===== src/rtl/riscv_mem_pkg.sv =====
// Shared encodings for the byte-serialising memory arbiter: FSM states, access
// size codes, RAM byte width and the size-to-byte-count helper.
package riscv_mem_pkg;

  localparam int RAM_W = 8;

  localparam logic [1:0] ST_IDLE = 2'd0;
  localparam logic [1:0] ST_XFER = 2'd1;
  localparam logic [1:0] ST_LAST = 2'd2;
  localparam logic [1:0] ST_DONE = 2'd3;

  localparam logic [1:0] MEM_SZ_B = 2'd0;
  localparam logic [1:0] MEM_SZ_H = 2'd1;
  localparam logic [1:0] MEM_SZ_W = 2'd2;
  localparam logic [1:0] MEM_SZ_D = 2'd3;

  // A dword request on a 32-bit port collapses to a word access.
  function automatic logic [3:0] size_bytes(input logic [1:0] size, input int data_w);
    logic [3:0] n;
    case (size)
      MEM_SZ_B: n = 4'd1;
      MEM_SZ_H: n = 4'd2;
      MEM_SZ_W: n = 4'd4;
      MEM_SZ_D: n = (data_w == 64) ? 4'd8 : 4'd4;
      default:  n = 4'd4;
    endcase
    return n;
  endfunction

endpackage


===== src/rtl/byte_serdes.sv =====
// Beat counter plus byte serialiser (write) and little-endian assembler (read)
// for the memory arbiter.
module byte_serdes
  import riscv_mem_pkg::*;
#(
  parameter int DATA_W = 32
) (
  input  logic              clk,
  input  logic              rst,
  input  logic              clr,
  input  logic              adv,
  input  logic              cap_en,
  input  logic [DATA_W-1:0] wdata,
  input  logic [2:0]        cap_idx,
  input  logic [RAM_W-1:0]  din,
  output logic [3:0]        k,
  output logic [RAM_W-1:0]  tx_next,
  output logic [DATA_W-1:0] rx_next
);

  localparam int NB = DATA_W / RAM_W;

  logic [3:0]        k_r;
  logic [DATA_W-1:0] wbuf_r;
  logic [DATA_W-1:0] rx_r;

  // Next read word: cleared on a new grant, din dropped into its byte lane on capture.
  always_comb begin
    rx_next = rx_r;
    if (clr) begin
      rx_next = {DATA_W{1'b0}};
    end else if (cap_en) begin
      for (int i = 0; i < NB; i++) begin
        if (cap_idx == 3'(i)) begin
          rx_next[i*RAM_W +: RAM_W] = din;
        end else begin
          rx_next[i*RAM_W +: RAM_W] = rx_r[i*RAM_W +: RAM_W];
        end
      end
    end else begin
      rx_next = rx_r;
    end
  end

  // wbuf holds bytes k+1.. so the byte for the next beat is always in the low lane.
  always_ff @(posedge clk) begin
    if (!rst) begin
      k_r    <= 4'd0;
      wbuf_r <= {DATA_W{1'b0}};
      rx_r   <= {DATA_W{1'b0}};
    end else begin
      rx_r <= rx_next;
      if (clr) begin
        k_r    <= 4'd0;
        wbuf_r <= wdata >> RAM_W;
      end else if (adv) begin
        k_r    <= k_r + 4'd1;
        wbuf_r <= {{RAM_W{1'b0}}, wbuf_r[DATA_W-1:RAM_W]};
      end
    end
  end

  assign k       = k_r;
  assign tx_next = wbuf_r[RAM_W-1:0];

endmodule


===== src/rtl/mem_arbiter.sv =====
// Arbitrates one byte-wide RAM between instruction fetch and the MEM-stage data port.
// Define IFETCH_BUF_EN to add a one-entry fetch buffer that short-cuts repeat fetches.
module mem_arbiter
  import riscv_mem_pkg::*;
#(
  parameter int ADDR_W = 17,
  parameter int DATA_W = 32
) (
  input  logic              clk,
  input  logic              rst,
  input  logic              if_req,
  input  logic [ADDR_W-1:0] if_addr,
  input  logic              if_flush,
  output logic [31:0]       if_rdata,
  output logic              if_valid,
  input  logic              mem_req,
  input  logic              mem_we,
  input  logic [1:0]        mem_size,
  input  logic [ADDR_W-1:0] mem_addr,
  input  logic [DATA_W-1:0] mem_wdata,
  output logic [DATA_W-1:0] mem_rdata,
  output logic              mem_valid,
  input  logic [RAM_W-1:0]  ram_din,
  output logic [ADDR_W-1:0] ram_addr,
  output logic [RAM_W-1:0]  ram_dout,
  output logic              ram_wr,
  output logic              busy
);

  logic [1:0]        state_r, state_nx;
  logic [ADDR_W-1:0] base_r;
  logic [3:0]        nbytes_r, nbytes_s, k_s;
  logic              we_r, own_mem_r, own_nx;
  logic              grant_mem_s, grant_if_s, hit_s, abort_s, last_beat_s;
  logic              clr_s, adv_s, cap_en_s;
  logic [2:0]        cap_idx_s;
  logic [RAM_W-1:0]  tx_next_s;
  logic [DATA_W-1:0] rx_next_s;
  logic [31:0]       buf_data_s;

  logic [ADDR_W-1:0] ram_addr_r, ram_addr_nx;
  logic [RAM_W-1:0]  ram_dout_r, ram_dout_nx;
  logic              ram_wr_r, ram_wr_nx, busy_r, busy_nx;
  logic              mem_valid_r, mem_valid_nx, if_valid_r, if_valid_nx;
  logic [DATA_W-1:0] mem_rdata_r, mem_rdata_nx;
  logic [31:0]       if_rdata_r, if_rdata_nx;

  byte_serdes #(.DATA_W(DATA_W)) u_serdes (
    .clk     (clk),
    .rst     (rst),
    .clr     (clr_s),
    .adv     (adv_s),
    .cap_en  (cap_en_s),
    .wdata   (mem_wdata),
    .cap_idx (cap_idx_s),
    .din     (ram_din),
    .k       (k_s),
    .tx_next (tx_next_s),
    .rx_next (rx_next_s)
  );

  // Arbitration and next state; data wins ties and is never aborted by a flush.
  always_comb begin
    grant_mem_s = (state_r == ST_IDLE) && mem_req;
    grant_if_s  = (state_r == ST_IDLE) && !mem_req && if_req && !if_flush;
    nbytes_s    = grant_mem_s ? size_bytes(mem_size, DATA_W) : 4'd4;
    abort_s     = !own_mem_r && if_flush;
    last_beat_s = (k_s == (nbytes_r - 4'd1));
    own_nx      = (state_r == ST_IDLE) ? grant_mem_s : own_mem_r;
    clr_s       = grant_mem_s || grant_if_s;
    adv_s       = (state_r == ST_XFER);
    cap_en_s    = !we_r && (((state_r == ST_XFER) && (k_s != 4'd0)) || (state_r == ST_LAST));
    cap_idx_s   = (state_r == ST_LAST) ? 3'(nbytes_r - 4'd1) : 3'(k_s - 4'd1);
    state_nx    = state_r;
    case (state_r)
      ST_IDLE: begin
        if (grant_mem_s) begin
          state_nx = ST_XFER;
        end else if (grant_if_s) begin
          state_nx = hit_s ? ST_DONE : ST_XFER;
        end else begin
          state_nx = ST_IDLE;
        end
      end
      ST_XFER: begin
        if (abort_s) begin
          state_nx = ST_IDLE;
        end else if (last_beat_s) begin
          state_nx = we_r ? ST_DONE : ST_LAST;
        end else begin
          state_nx = ST_XFER;
        end
      end
      ST_LAST: state_nx = abort_s ? ST_IDLE : ST_DONE;
      ST_DONE: state_nx = ST_IDLE;
      default: state_nx = ST_IDLE;
    endcase
  end

  // Output values for the coming cycle, computed from the state being entered.
  always_comb begin
    ram_addr_nx = {ADDR_W{1'b0}};
    ram_dout_nx = {RAM_W{1'b0}};
    ram_wr_nx   = 1'b0;
    if (state_nx == ST_XFER) begin
      if (state_r == ST_IDLE) begin
        ram_addr_nx = grant_mem_s ? mem_addr : if_addr;
        ram_wr_nx   = grant_mem_s && mem_we;
        ram_dout_nx = (grant_mem_s && mem_we) ? mem_wdata[RAM_W-1:0] : {RAM_W{1'b0}};
      end else begin
        ram_addr_nx = base_r + ADDR_W'(k_s + 4'd1);
        ram_wr_nx   = we_r;
        ram_dout_nx = we_r ? tx_next_s : {RAM_W{1'b0}};
      end
    end else begin
      ram_addr_nx = {ADDR_W{1'b0}};
      ram_dout_nx = {RAM_W{1'b0}};
      ram_wr_nx   = 1'b0;
    end
    busy_nx      = (state_nx != ST_IDLE);
    mem_valid_nx = (state_nx == ST_DONE) && own_nx;
    if_valid_nx  = (state_nx == ST_DONE) && !own_nx;
    mem_rdata_nx = (mem_valid_nx && !we_r) ? rx_next_s : {DATA_W{1'b0}};
    if (if_valid_nx) begin
      if_rdata_nx = hit_s ? buf_data_s : rx_next_s[31:0];
    end else begin
      if_rdata_nx = 32'h0000_0000;
    end
  end

  // FSM, transfer context and registered outputs.
  always_ff @(posedge clk) begin
    if (!rst) begin
      state_r     <= ST_IDLE;
      base_r      <= {ADDR_W{1'b0}};
      nbytes_r    <= 4'd0;
      we_r        <= 1'b0;
      own_mem_r   <= 1'b0;
      ram_addr_r  <= {ADDR_W{1'b0}};
      ram_dout_r  <= {RAM_W{1'b0}};
      ram_wr_r    <= 1'b0;
      busy_r      <= 1'b0;
      mem_valid_r <= 1'b0;
      if_valid_r  <= 1'b0;
      mem_rdata_r <= {DATA_W{1'b0}};
      if_rdata_r  <= 32'h0000_0000;
    end else begin
      state_r <= state_nx;
      if (clr_s) begin
        base_r    <= grant_mem_s ? mem_addr : if_addr;
        nbytes_r  <= nbytes_s;
        we_r      <= grant_mem_s && mem_we;
        own_mem_r <= grant_mem_s;
      end
      ram_addr_r  <= ram_addr_nx;
      ram_dout_r  <= ram_dout_nx;
      ram_wr_r    <= ram_wr_nx;
      busy_r      <= busy_nx;
      mem_valid_r <= mem_valid_nx;
      if_valid_r  <= if_valid_nx;
      mem_rdata_r <= mem_rdata_nx;
      if_rdata_r  <= if_rdata_nx;
    end
  end

`ifdef IFETCH_BUF_EN
  logic [ADDR_W-3:0] buf_tag_r;
  logic              buf_vld_r;
  logic [31:0]       buf_data_r;

  function automatic logic wr_hits_tag(input logic [ADDR_W-1:0] addr, input logic [3:0] n,
                                       input logic [ADDR_W-3:0] tag);
    logic              hit;
    logic [ADDR_W-1:0] a;
    hit = 1'b0;
    for (int i = 0; i < 8; i++) begin
      a   = addr + ADDR_W'(i);
      hit = hit | ((4'(i) < n) && (a[ADDR_W-1:2] == tag));
    end
    return hit;
  endfunction

  // Only word-aligned fetches hit, so the stored word always starts at its tag.
  always_comb begin
    hit_s      = buf_vld_r && (if_addr[1:0] == 2'b00) && (if_addr[ADDR_W-1:2] == buf_tag_r);
    buf_data_s = buf_data_r;
  end

  // Fill on every completed fetch; drop on reset or an overlapping data write.
  always_ff @(posedge clk) begin
    if (!rst) begin
      buf_tag_r  <= {(ADDR_W-2){1'b0}};
      buf_vld_r  <= 1'b0;
      buf_data_r <= 32'h0000_0000;
    end else if ((state_r == ST_LAST) && (state_nx == ST_DONE) && !own_mem_r) begin
      buf_tag_r  <= base_r[ADDR_W-1:2];
      buf_vld_r  <= (base_r[1:0] == 2'b00);
      buf_data_r <= rx_next_s[31:0];
    end else if (grant_mem_s && mem_we && wr_hits_tag(mem_addr, nbytes_s, buf_tag_r)) begin
      buf_vld_r <= 1'b0;
    end
  end
`else
  assign hit_s      = 1'b0;
  assign buf_data_s = 32'h0000_0000;
`endif

  assign ram_addr  = ram_addr_r;
  assign ram_dout  = ram_dout_r;
  assign ram_wr    = ram_wr_r;
  assign busy      = busy_r;
  assign mem_valid = mem_valid_r;
  assign mem_rdata = mem_rdata_r;
  // A flush seen during DONE still suppresses the fetch result.
  assign if_valid  = if_valid_r && !if_flush;
  assign if_rdata  = if_rdata_r;

endmodule


===== config.mk =====
export PLATFORM = sky130hd
export DESIGN_NAME = mem_arbiter
export DESIGN_NICKNAME = d
export VERILOG_FILES = /design/src/rtl/riscv_mem_pkg.sv /design/src/rtl/byte_serdes.sv /design/src/rtl/mem_arbiter.sv
export SDC_FILE = /design/constraint.sdc
export NUM_CORES = 1
export LEC_CHECK = 0
export ABC_AREA = 1
export BUFFER_PORTS_ARGS = -buffer_cell sky130_fd_sc_hd__buf_2
export CAP_MARGIN = 20
export CORE_MARGIN = 2
export CORE_UTILIZATION = 52
export CTS_CLUSTER_DIAMETER = 80
export DETAILED_ROUTE_END_ITERATION = 7
export PLACE_DENSITY = 0.81
export SYNTH_ARGS = -nofsm -noshare
export SYNTH_HDL_FRONTEND = slang
export SYNTH_SLANG_ARGS = --single-unit

===== constraint.sdc =====
create_clock -name clk -period 2.3 [get_ports clk]
set_clock_uncertainty 0.1 [all_clocks]
set_input_delay 0.69 -clock clk [delete_from_list [all_inputs] [get_ports clk]]
set_output_delay 0.69 -clock clk [all_outputs]
set_load 0.03 [all_outputs]

==> results of run 1 <==
-- final cells by class --
type | instances | area, sq um
Clock buffer | 20 | 457
Clock inverter | 12 | 144
Fill cell | 1065 | 4100
Inverter | 58 | 218
Multi-Input combinational cell | 541 | 2730
Sequential cell | 177 | 3540
Tap cell | 172 | 215
Timing Repair Buffer | 198 | 1110
-- cells in the final DEF, fill, tap and decap left out, types with 3 or more instances in the layout --
master,count
nand3_1,35
nor2_1,147
o21ai_0,27
nor3_1,3
o211ai_1,28
nor3_4,4
mux2i_1,17
a21oi_1,36
o211ai_2,5
a31oi_1,19
clkbuf_16,17
nand4_1,6
xnor2_1,3
dfxtp_1,176
nand2_1,176
buf_4,18
xor2_1,7
nor2_2,3
buf_2,174
ha_1,6
o22ai_1,3
buf_12,4
inv_2,6
inv_1,52
inv_6,4
-- power groups by stage --
stage	Combinational [uW]	Clock, uW	Sequential, uW
after detailed placement	697	0	3310
after global routing	795	3060	3250
after floorplan	400	0	3360
after global placement	686	0	3310
after CTS	702	2930	3240
final	708	2900	3240
-- how the worst min path moves through the flow --
stage | slack [ns] | from | to
floorplan | 0.34 | u_serdes.wbuf_r[16] | u_serdes.wbuf_r[16]
global placement | 0.35 | u_serdes.wbuf_r[20] | u_serdes.wbuf_r[20]
detailed placement | 0.35 | u_serdes.wbuf_r[16] | u_serdes.wbuf_r[16]
CTS | 0.36 | u_serdes.wbuf_r[20] | u_serdes.wbuf_r[20]
global route | 0.38 | u_serdes.wbuf_r[19] | u_serdes.wbuf_r[19]
finish | 0.36 | u_serdes.wbuf_r[20] | u_serdes.wbuf_r[20]
-- sequential cells by signal, indices dropped and copies added (netlist names), 2 cells and up --
| signal | cells |
|---|---|
| base_r | 17 |
| if_rdata | 32 |
| mem_rdata | 32 |
| nbytes_r | 3 |
| ram_addr | 17 |
| ram_dout | 8 |
| state_r | 2 |
| u_serdes.k | 4 |
| u_serdes.rx_r | 32 |
| u_serdes.wbuf_r | 24 |
-- worst max-delay path, stage by stage (launching register included) --
cell and delay, ns:
dfxtp_1 0.36, inv_1 0.13, ha_4 0.30, inv_1 0.04, nand2_1 0.05, nand2_1 0.04, nor2_1 0.12, nand4_1 0.11
nand2_1 0.09, nand3_1 0.11, inv_1 0.12, nand3_2 0.14, buf_12 0.21, nor2_1 0.15
-- logic make-up (layout without fill, tap and decap cells) --
family | after synthesis | in the layout | share of synthesized area [%]
adder cells (fa/ha/maj) | 8 | 8 | 1.62
AND/OR/NAND/NOR | 382 | 382 | 23.7
XOR/XNOR | 10 | 10 | 1.32
flip-flops | 177 | 177 | 53.4
AO/OA/AOI/OAI | 124 | 124 | 11.6
buffers and inverters | 100 | 288 | 5.86
multiplexers | 17 | 17 | 2.56
-- through the flow --
step                      power, uW  cells  setup slack, ns  hold slack, ns  area (sq um)
after floorplan                3760    818            0.224           0.341          6640
final                          6850   1178            0.125           0.357          8420
after global routing           7100   1178           0.0302           0.384          8420
after global placement         3990   1146           0.0740           0.348          7780
after CTS                      6880   1178           0.0350           0.362          8380
after detailed placement       4000   1146           0.0663           0.351          7780
-- routing by layer --
metal / track usage, % / vias up / wire [um] / share of wire [%]
met1: 30.8 / 2698 / 7000 / 44
met3: 6.64 / 31 / 962 / 6.1
met2: 39.0 / 181 / 7580 / 48
met4: 8.78 / 0 / 344 / 2.2
met5: 0 / - / 0 / 0
li1: - / 3003 / - / -
==> summary.txt, run 1 <==
CTS
  • Inserted Clock Buffers: 17
  • # H-tree levels: 4
  • CTS resizes: 0
  • Clk_lat worst skew: 0.42 ns
  • # Post-CTS Setup Buffers: 0
  • Hold_buf cts: 0
  • Clk slew on worst S/H paths: 0.07 ns
  • CTS Root Cell: clkbuf_16
  • CTS tree: built
  • CTS Buffer Depth: 2
  • Total clock sinks: around 180

Flow run
  • Maxcap violations: 0

Worst setup path
  • CP Launch Type: flip-flop
  • Crit-path max FO: 32
  • CP Capture Type: flip-flop
  • Worst Setup EP: if_rdata[9]
  • CP Class: flip-flop to flip-flop
  • R2R depth: 13
  • Arr. time, crit path: 2.43 ns
  • RR Startpoint: nbytes_r[0]
  • FF-to-FF End: if_rdata[9]
  • R2r setup slk: 0.12 ns
  • Setup crit start: nbytes_r[0]
  • Data required, critical path: 2.55 ns

STA
  • Max-slew violations: 0
  • Highest Clock Rate: between 400 and 500 MHz
  • Fin crit share: 94.6%
  • Relative slew slack: roughly two thirds
  • Hold Vio Cnt, Final: 0
  • Fin crit period: 2.18 ns
  • Final setup viols: 0
  • Worst Max-Slew Pin Slew: 0.486 ns
  • RSZ-0062 raised after global routing: no
  • TNS Setup: 0 ns

Place
  • Hpwl dp: 11100 um
  • Placer Congestion: 0.893
  • Port Buffers: ~170

Synthesis
  • Post-synth top area share: about 53%
  • Synth Warn #: 0
  • Post-Synthesis Cell Area: 6640 sq um
  • EDFF count, synth: 0
  • Ys flop type: dfxtp_1
  • Ranking of synthesized cells by area: dfxtp_1, nand2_1, nor2_1
  • Cells after synthesis: 818
  • Register area share after synthesis: 53.4%
  • Most frequent cells after synthesis: dfxtp_1, nand2_1, nor2_1
  • #FFs+latches synth: roughly 180
  • Synth Area per Inst: ~8.1 sq um
  • Syn Nets: 908
  • Most frequent cell after synthesis: dfxtp_1
  • Netlist cell types: 34
  • Area leader, netlist: dfxtp_1
  • FFs w/ async S/R, synth: 0%

Power
  • Combinational power share: approximately a tenth
  • Maximum VDD drop: 0.000625 V
  • Leakage: 0.00389 uW
  • Pwr per Cell Area: a little over 800 nW/um^2
  • Reg power frac: between 40% and 50%
  • Pint: 5110 uW
  • Sw frac: around 25%
  • Clock power frac: 42.3%
  • P_sw: 1740 uW

Drt
  • Antenna Nets Post-Route: 0
  • DRC viols: 0
  • Wirelength per Cell: 13.5 um
  • Drt initial violations: 438
  • First-pass DRT Iterations: 5
  • Vias after detailed routing: 5913
  • WL final: 15900 um
  • Vias per cell: 5.02

Floorplan
  • # IOs: 175
  • Row cnt: 41
  • Die width: 117 um
  • Die area: 13700 sq um
  • Placeable Area: 12500 sq um
  • Initial Util: 53.0%
  • Die Span Y: between 100 and 150 um

Finish
  • Post-layout util: between 60% and 70%
  • Layout cells sized above 1: about 25%
  • Final nets: approximately 1100
  • Synth-to-Final Area Change: 26.8%
  • N_diodes: 0

Global route
  • Initial antenna violation count: 0
  • Total grt overflow: 0
  • Largest net degree at the start of global routing: 37
  • Overall routing resource usage: 24.0%
  • Vias in the first global route: approximately 5500
  • First-pass GRT wire length: 25700 um

Hold path
  • Min-Delay Path Depth: 2
  • Min-delay worst type: flip-flop to flip-flop

Outcome
  • Run status: complete, no violations
(Power assumes the default switching activity.)
==> run 2, diff against run 1 <==
--- a/config.mk
+++ b/config.mk
@@ -7,12 +7,12 @@
 export LEC_CHECK = 0
 export ABC_AREA = 1
 export BUFFER_PORTS_ARGS = -buffer_cell sky130_fd_sc_hd__buf_2
-export CAP_MARGIN = 20
 export CORE_MARGIN = 2
 export CORE_UTILIZATION = 52
 export CTS_CLUSTER_DIAMETER = 80
 export DETAILED_ROUTE_END_ITERATION = 7
 export PLACE_DENSITY = 0.81
+export SETUP_SLACK_MARGIN = 0.5
 export SYNTH_ARGS = -nofsm -noshare
 export SYNTH_HDL_FRONTEND = slang
 export SYNTH_SLANG_ARGS = --single-unit
==> summary.txt, run 2 (synthesized netlist as in run 1, its figures left out) <==
Flow run
  • Maxcap violations: 0 (unchanged)

Floorplan
  • Placeable Area: 12500 sq um (unchanged)
  • Initial Util: 53.0% (unchanged)
  • # IOs: 175 (unchanged)
  • Die width: 117 um (unchanged)
  • Die Span Y: 117 um (unchanged)
  • Row cnt: 41 (unchanged)
  • Die area: 13700 sq um (unchanged)

Hold path
  • HP Start: u_serdes.wbuf_r[18] (was u_serdes.wbuf_r[20])
  • Min-Delay Path Depth: 2 (unchanged)
  • WHS Endpoint: u_serdes.wbuf_r[18] (was u_serdes.wbuf_r[20])
  • Min-delay worst type: flip-flop to flip-flop (unchanged)

Drt
  • Drt initial violations: 413 (was 438)
  • Antenna Nets Post-Route: 0 (unchanged)
  • WL final: 18400 um (was 15900 um)
  • DRC viols: 0 (unchanged)
  • Wirelength per Cell: 15.3 um (was 13.5 um)
  • Vias per cell: 5.24 (was 5.02)
  • Vias after detailed routing: 6309 (was 5913)
  • First-pass DRT Iterations: 5 (unchanged)

Power
  • Maximum VDD drop: 0.000476 V (was 0.000625 V)
  • Sw frac: 26.9% (was 25.4%)
  • Clock power frac: 39.9% (was 42.3%)
  • Pint: 5040 uW (was 5110 uW)
  • Pwr per Cell Area: 754 nW/um^2 (was 814 nW/um^2)
  • Combinational power share: 13.0% (was 10.3%)
  • Reg power frac: 47.1% (was 47.3%)
  • Power consumption: 6890 uW (was 6850 uW)
  • P_sw: 1850 uW (was 1740 uW)
  • Leakage: 0.00412 uW (was 0.00389 uW)

Global route
  • Met1 usage: 31.1% (was 30.8%)
  • M2 GR Usage: 43.6% (was 39.0%)
  • GRT met3 Usage: 6.49% (was 6.64%)
  • First-pass GRT wire length: 27400 um (was 25700 um)
  • Initial antenna violation count: 0 (unchanged)
  • Top Usage Layer GRT: met2 (unchanged)
  • Total grt overflow: 0 (unchanged)
  • Vias in the first global route: 5749 (was 5523)
  • Overall routing resource usage: 25.9% (was 24.0%)
  • Largest net degree at the start of global routing: 36 (was 37)

STA
  • Worst Max-Slew Pin Slew: 0.373 ns (was 0.486 ns)
  • Hold Vio Cnt, Final: 0 (unchanged)
  • TNS Setup: 0 ns (unchanged)
  • Final setup viols: 0 (unchanged)
  • Fin crit period: 2.03 ns (was 2.18 ns)
  • Max-slew violations: 0 (unchanged)
  • Highest Clock Rate: 493 MHz (was 460 MHz)
  • Fin crit share: 88.3% (was 94.6%)
  • Relative slew slack: 75.1% (was 67.5%)
  • RSZ-0062 raised after global routing: yes (was no)

Finish
  • Final instance count without filler cells: 1204 (was 1178)
  • Synth-to-Final Area Change: 37.6% (was 26.8%)
  • Layout cells sized above 1: 35.2% (was 25.3%)
  • Post-layout util: 73.0% (was 67.3%)
  • Post-route cell area: 9130 sq um (was 8420 sq um)
  • N_diodes: 0 (unchanged)
  • Final nets: 1109 (was 1083)
  • Commonest non-fill, non-tap cell in the layout: buf_2
  • Most frequent cells in the layout: buf_2, dfxtp_1, nand2_1 (was nand2_1, dfxtp_1, buf_2)

Worst setup path
  • Slowest CP cell: dfxtp_2 (was dfxtp_1)
  • R2r setup slk: 0.27 ns (was 0.12 ns)
  • RR Startpoint: state_r[1] (was nbytes_r[0])
  • CP Capture Type: flip-flop (unchanged)
  • R2R depth: 7 (was 13)
  • Crit-path max FO: 33 (was 32)
  • CP Class: flip-flop to flip-flop (unchanged)
  • Max incr delay on CP: 0.35 ns (was 0.36 ns)
  • Crit path cell chain: nor2_2, buf_4, inv_1, a21oi_1, nand3_2, buf_12, nor2_1 (was inv_1, ha_4, inv_1, nand2_1, nand2_1, nor2_1, nand4_1, nand2_1, nand3_1, inv_1, nand3_2, buf_12, nor2_1)
  • Arr. time, crit path: 2.29 ns (was 2.43 ns)
  • Data required, critical path: 2.56 ns (was 2.55 ns)
  • CP Launch Type: flip-flop (unchanged)
  • FF-to-FF End: if_rdata[4] (was if_rdata[9])

CTS
  • Total clock sinks: 177 (unchanged)
  • Clk slew on worst S/H paths: 0.07 ns (about the same)
  • CTS tree: built (unchanged)
  • CTS Buffer Depth: 2 (unchanged)
  • Clk_lat worst skew: 0.43 ns (was 0.42 ns)
  • Inserted Clock Buffers: 17 (unchanged)
  • CTS Root Cell: clkbuf_16 (unchanged)
  • # H-tree levels: 4 (unchanged)

Outcome
  • Run status: complete, no violations (unchanged)

Place
  • Placer Congestion: 0.894 (was 0.893)
  • Port Buffers: 174 (unchanged)
  • Dpl cell area: 7860 sq um (was 7780 sq um)
  • Hpwl dp: 10900 um (was 11100 um)
  • Post-Place Cells: 1143 (was 1146)
[run 2: cell count changes in the layout (fill, tap and decap cells not counted), sizes merged]
cell	previous run	this run
buf	198	224
bufinv	2	1
clkinv	3	1
clkinvlp	2	4
inv	63	64
[run 2: power groups by stage]
| stage | Combinational, uW | Sequential, uW | Clock, uW |
|---|---|---|---|
| after CTS | 835 | 3240 | 2760 |
| after detailed placement | 707 | 3310 | 0 |
| after global routing | 973 | 3260 | 2920 |
| after floorplan | 420 | 3360 | 0 |
| final | 897 | 3250 | 2740 |
| after global placement | 693 | 3310 | 0 |
[run 2: layout make-up]
cell class / instances / area [sq um]
well taps: 172 / 215
clock inverters: 12 / 121
fillers: 887 / 3380
clock buffers: 20 / 437
multi-input cells: 541 / 3090
flip-flops and latches: 177 / 3560
inverters: 58 / 230
repair buffers: 224 / 1480
[run 2: critical path: cells and delay by family (launching register included)]
family / cells / cell delay (ns)
AND/OR/NAND/NOR: 3 / 0.58
buffers and inverters: 3 / 0.58
AO/OA/AOI/OAI: 1 / 0.33
flip-flops: 1 / 0.35
[run 2: metrics by stage]
stage	hold WS, ns	setup slack (ns)
floorplan	0.341	0.437
global placement	0.347	0.248
CTS	0.360	0.319
global route	0.369	0.188
detailed placement	0.352	0.235
finish	0.360	0.270
[run 2: worst max-delay path by stage]
stage | start | endpoint | slack (ns) | depth (start not counted)
after floorplan | u_serdes.k[0] | u_serdes.rx_r[0] | 0.44 | 11
after global placement | if_flush | if_valid | 0.25 | 3
after detailed placement | mem_req | mem_rdata[7] | 0.23 | 9
after CTS | if_valid_r | if_valid | 0.32 | 3
after global routing | state_r[1] | if_rdata[4] | 0.19 | 7
final | state_r[1] | if_rdata[4] | 0.27 | 7
[run 2: what timing repair did]
| item | CTS | global route |
|---|---|---|
| gates resized for setup | 75 | 48 |
| hold buffers | 0 | 0 |
| pin swaps | 15 | 19 |
| setup buffers | 16 | 6 |
| endpoints found under the setup margin | 124 | 149 |
| cloned | 7 | 0 |
[run 2: layer usage]
metal	routed length, um	part of all wire, %
met1	7340	40
met2	9280	50
met3	1170	6.3
met4	640	3.5
met5	0	0
